File: config.mk
export PLATFORM = sky130hd
export DESIGN_NAME = dwt_downsample
export DESIGN_NICKNAME = d
export VERILOG_FILES = /design/src/rtl/dwt_downsample.sv
export SDC_FILE = /design/constraint.sdc
export NUM_CORES = 1
export LEC_CHECK = 0
export CAP_MARGIN = 20
export CORE_AREA = 3 3 114 116
export DETAILED_ROUTE_END_ITERATION = 7
export DIE_AREA = 0 0 117 119
export GPL_TIMING_DRIVEN = 0
export PLACE_DENSITY_LB_ADDON = 0.15
export SYNTH_ARGS = -nofsm -noshare
export SYNTH_HDL_FRONTEND = slang
export SYNTH_SLANG_ARGS = --single-unit
File: constraint.sdc
create_clock -name clk -period 3.1 [get_ports clk]
set_input_delay 0.62 -clock clk [delete_from_list [all_inputs] [get_ports clk]]
set_output_delay 0.62 -clock clk [all_outputs]
set_load 0.05 [all_outputs]
File: src/rtl/dwt_downsample.sv
// Forward-DWT decimator: keeps one of every two low/high analysis-filter pairs
// and buffers the kept coefficients in a 2-entry FIFO with a frame-end marker.
module dwt_downsample #(
    parameter int DW        = 16,
    parameter int FRAME_LEN = 256,
    parameter int KEEP_ODD  = 0
) (
    input  logic          clk,
    input  logic          reset,
    input  logic          clk_enable,
    input  logic          in_valid,
    output logic          in_ready,
    input  logic          in_first,
    input  logic [DW-1:0] lo_in,
    input  logic [DW-1:0] hi_in,
    output logic          out_valid,
    input  logic          out_ready,
    output logic [DW-1:0] ca_out,
    output logic [DW-1:0] cd_out,
    output logic          out_last,
    output logic          frame_err
);

    localparam int            PW       = (FRAME_LEN > 2) ? $clog2(FRAME_LEN) : 1;
    localparam logic [PW-1:0] END_POS  = PW'(FRAME_LEN - 1);
    localparam logic [PW-1:0] LAST_POS = PW'(FRAME_LEN - 2 + KEEP_ODD);
    localparam logic          KEEP_BIT = (KEEP_ODD != 0);

    // Handshake: a transfer happens on a rising edge where clk_enable, valid
    // and ready are all high; valid/data never depend on ready on either side.
    logic [PW-1:0] pos;
    logic [PW-1:0] eff_pos;
    logic [1:0]    count;
    logic          wr_ptr;
    logic          rd_ptr;
    logic [DW-1:0] lo_mem   [2];
    logic [DW-1:0] hi_mem   [2];
    logic          last_mem [2];
    logic          accept;
    logic          pop;
    logic          push;
    logic          keep;
    logic          is_last;

    assign in_ready  = !reset && (count != 2'd2);
    assign out_valid = (count != 2'd0);
    assign accept    = clk_enable & in_valid & in_ready;
    assign pop       = clk_enable & out_valid & out_ready;

    // in_first overrides the running position so a resync sample is position 0
    assign eff_pos = in_first ? '0 : pos;
    assign keep    = (eff_pos[0] == KEEP_BIT);
    assign is_last = (eff_pos == LAST_POS);
    assign push    = accept & keep;

    assign ca_out   = lo_mem[rd_ptr];
    assign cd_out   = hi_mem[rd_ptr];
    assign out_last = last_mem[rd_ptr];

    always_ff @(posedge clk or posedge reset) begin
        if (reset) begin
            pos       <= '0;
            frame_err <= 1'b0;
        end else if (accept) begin
            pos <= (eff_pos == END_POS) ? '0 : eff_pos + 1'b1;
            if (in_first && (pos != '0)) begin
                frame_err <= 1'b1;
            end
        end
    end

    always_ff @(posedge clk or posedge reset) begin
        if (reset) begin
            count  <= 2'd0;
            wr_ptr <= 1'b0;
            rd_ptr <= 1'b0;
            for (int i = 0; i < 2; i++) begin
                lo_mem[i]   <= '0;
                hi_mem[i]   <= '0;
                last_mem[i] <= 1'b0;
            end
        end else begin
            if (push) begin
                lo_mem[wr_ptr]   <= lo_in;
                hi_mem[wr_ptr]   <= hi_in;
                last_mem[wr_ptr] <= is_last;
                wr_ptr           <= ~wr_ptr;
            end
            if (pop) begin
                rd_ptr <= ~rd_ptr;
            end
            case ({push, pop})
                2'b10:   count <= count + 2'd1;
                2'b01:   count <= count - 2'd1;
                default: count <= count;
            endcase
        end
    end

endmodule

==> results.sh <==
export IMPL_outcome="finished clean"
export IMPL_grtUsageTotal=0.122
export IMPL_synth_edf_count=0
export IMPL_initial_core_util=0.300
export IMPL_core_area_mm2=0.0120
export IMPL_fin_nets=386
export IMPL_fin_tns_setup_ns=0
export IMPL_wire_per_inst_um=15.8
export IMPL_crit_chain="clkdlybuf4s50_1, nor2_1, clkdlybuf4s50_1"
export IMPL_cts_buffers=9
export IMPL_dp_cells=481
export IMPL_drtAntennaViolNets=0
export IMPL_ys_seq_area_frac=0.549
export IMPL_synth_most_common_cell="mux2_2"
export IMPL_synth_top_area_frac=0.549
export IMPL_cpPeakStageDelay_ns=0.81
export IMPL_insertion_delay_ns=0.34
export IMPL_rsz0062_at_grt="false"
export IMPL_skew_ns=0.00294
export IMPL_layout_drive_gt1_share=0.371
export IMPL_die_h_um=119
export IMPL_io_pins=74
export IMPL_p_total_w=0.00568
export IMPL_power_density_mw_per_mm2=1160
export IMPL_routed_wl_um=7840
export IMPL_slew_violations=0
export IMPL_final_hold_viol_count=0
export IMPL_cap_violations=0
export IMPL_min_period_ns=2.69
export IMPL_num_vias=2318
export IMPL_gp_congestion=0.766
export IMPL_htreeDepth=3
export IMPL_p_leak_nw=2.37
export IMPL_synth_warnings=0
export IMPL_drt_iter0_markers=126
export IMPL_first_pass_iters=4
export IMPL_fin_util=0.409
export IMPL_start_kind="primary input"
export IMPL_cts_buffer_depth=2
export IMPL_die_w_um=117
export IMPL_grt_pass1_vias=2475
export IMPL_postSynthCellCount=260
export IMPL_area_growth_synth_to_final_pct=36.2
export IMPL_dp_hpwl_um=5310
export IMPL_clock_sinks=79
export IMPL_final_fill_count=1158
export IMPL_critPathMaxFanout=4
export IMPL_cts_tree="built"
export IMPL_antennaDiodeCount=0
export IMPL_regArea_mm2=0.00198
export IMPL_endpoint_kind="output pin"
export IMPL_min_period_over_period=0.869
export IMPL_synth_common_cells="mux2_2, dfrtp_1, nand2_1"
export IMPL_synth_flop_cell="dfrtp_1"
export IMPL_synth_async_reset_ratio=1.00
export IMPL_synth_largest_area_cell="dfrtp_1"
export IMPL_ys_types=34
export IMPL_fin_hold_ws_ns=0.472
export IMPL_slowest_stage="clkdlybuf4s50_1"
export IMPL_ys_ff_latch=79
export IMPL_grt_pass1_wl_um=12900
export IMPL_required_ns=2.48
export IMPL_syn_area_per_cell_um2=13.9
export IMPL_crit_arrival_ns=2.07
export IMPL_row_count=40
export IMPL_vdd_ir_drop_max_mv=0.632
export IMPL_synthesis_area_mm2=0.00360
export IMPL_multi_input_area_mm2=0.00152
export IMPL_clk_pin_slew_worst_paths_ns=0.06
export IMPL_numPortBuffers=73
export IMPL_hold_path_class="flip-flop to flip-flop"
export IMPL_worstMarginPinSlew_ns=0.626
export IMPL_antenna_found_initial=0
export IMPL_path_common_cell="clkdlybuf4s50_1"
export IMPL_synthesis_nets=301
export IMPL_netlist_top_cells_area="dfrtp_1, mux2_2, nand2_1, o21ai_0, ha_1"
export IMPL_grt_max_degree=54
export IMPL_root_buffer="clkbuf_16"
export IMPL_drc_errors=0
export IMPL_max_freq_ghz=0.371
export IMPL_die_area_mm2=0.0139
export IMPL_slew_headroom=0.580
export IMPL_setup_viol=0
export IMPL_worst_setup_path_type="primary input to output pin"
export IMPL_grt_overflow=0
export IMPL_finalNonFillerCells=497
export IMPL_viasPerCell=4.66
## final timing paths
path,startpoint,end,slack [ns],depth (start not counted)
min in group asynchronous,reset,frame_err,0.72,2
worst max-delay path,reset,in_ready,0.41,3
worst min register to register,frame_err,frame_err,0.47,1
worst min-delay path,frame_err,frame_err,0.47,1
worst max register to register,count[1],lo_mem[10],1.07,5
max in group asynchronous,reset,lo_mem[6],1.78,3
## through the flow
stage	cell area, µm²	setup slack (ns)
final	4910	0.406
after global routing	4910	0.301
after CTS	4830	0.0129
after detailed placement	4550	0.121
after global placement	4520	-1.12
after floorplan	3600	0.457
## placed cells by master, fill, tap and decap left out, drive strengths merged, types with 4 or more instances in the layout
master,count
dfrtp,79
inv,4
a21oi,5
buf,10
clkdlybuf4s50,44
nand2,11
clkbuf,18
mux2,99
o21ai,8
dlymetal6s2s,29
nand3,6
## critical path, delay by kind of cell
kind | cells | cell delay (ns)
buffers and inverters | 2 | 1.32
AND/OR/NAND/NOR | 1 | 0.14
## cell families after synthesis
logic type               synth area share
buffers and inverters              0.0285
flip-flops                          0.549
AO/OA/AOI/OAI                      0.0281
XOR/XNOR                           0.0122
adder cells (fa/ha/maj)            0.0104
multiplexers                        0.309
AND/OR/NAND/NOR                    0.0629
## final cells by class
cell class,count,share of cell area
buffer,14,0.0196
clock buffer,13,0.0530
clock inverter,3,0.00357
tap,147,0.0375
sequential,79,0.403
multi-input combinational,163,0.311
inverter,4,0.00357
timing repair buffer,74,0.169
## power breakdown
| part | leakage, nW | switching [W] | total [W] | internal [W] |
|---|---|---|---|---|
| Clock | 0.136 | 0.000408 | 0.000992 | 0.000584 |
| Sequential | 0.972 | 0.000222 | 0.00171 | 0.00149 |
| Combinational | 1.26 | 0.00173 | 0.00297 | 0.00125 |
## flip-flops by register name (all words and copies together) (netlist names)
signal,count
last_mem,2
count,2
hi_mem,32
lo_mem,32
frame_err,1
rd_ptr,1
pos,8
wr_ptr,1
## layer usage
| layer | vias to the layer above | GRT usage | routed length [µm] |
|---|---|---|---|
| met3 | 8 | 0.0467 | 428 |
| met1 | 1155 | 0.161 | 3620 |
| met2 | 53 | 0.180 | 3660 |
| li1 | 1102 | - | - |
| met5 | - | 0 | 0 |
| met4 | 0 | 0.0452 | 125 |
## what timing repair did
action | CTS | global route
resized for setup | 4 | 31
endpoints found under the setup margin | 29 | 29
gates cloned | 0 | 0
hold buffers | 0 | 0
buffers inserted | 0 | 0
No activity file was read; power rests on OpenSTA's default activity.
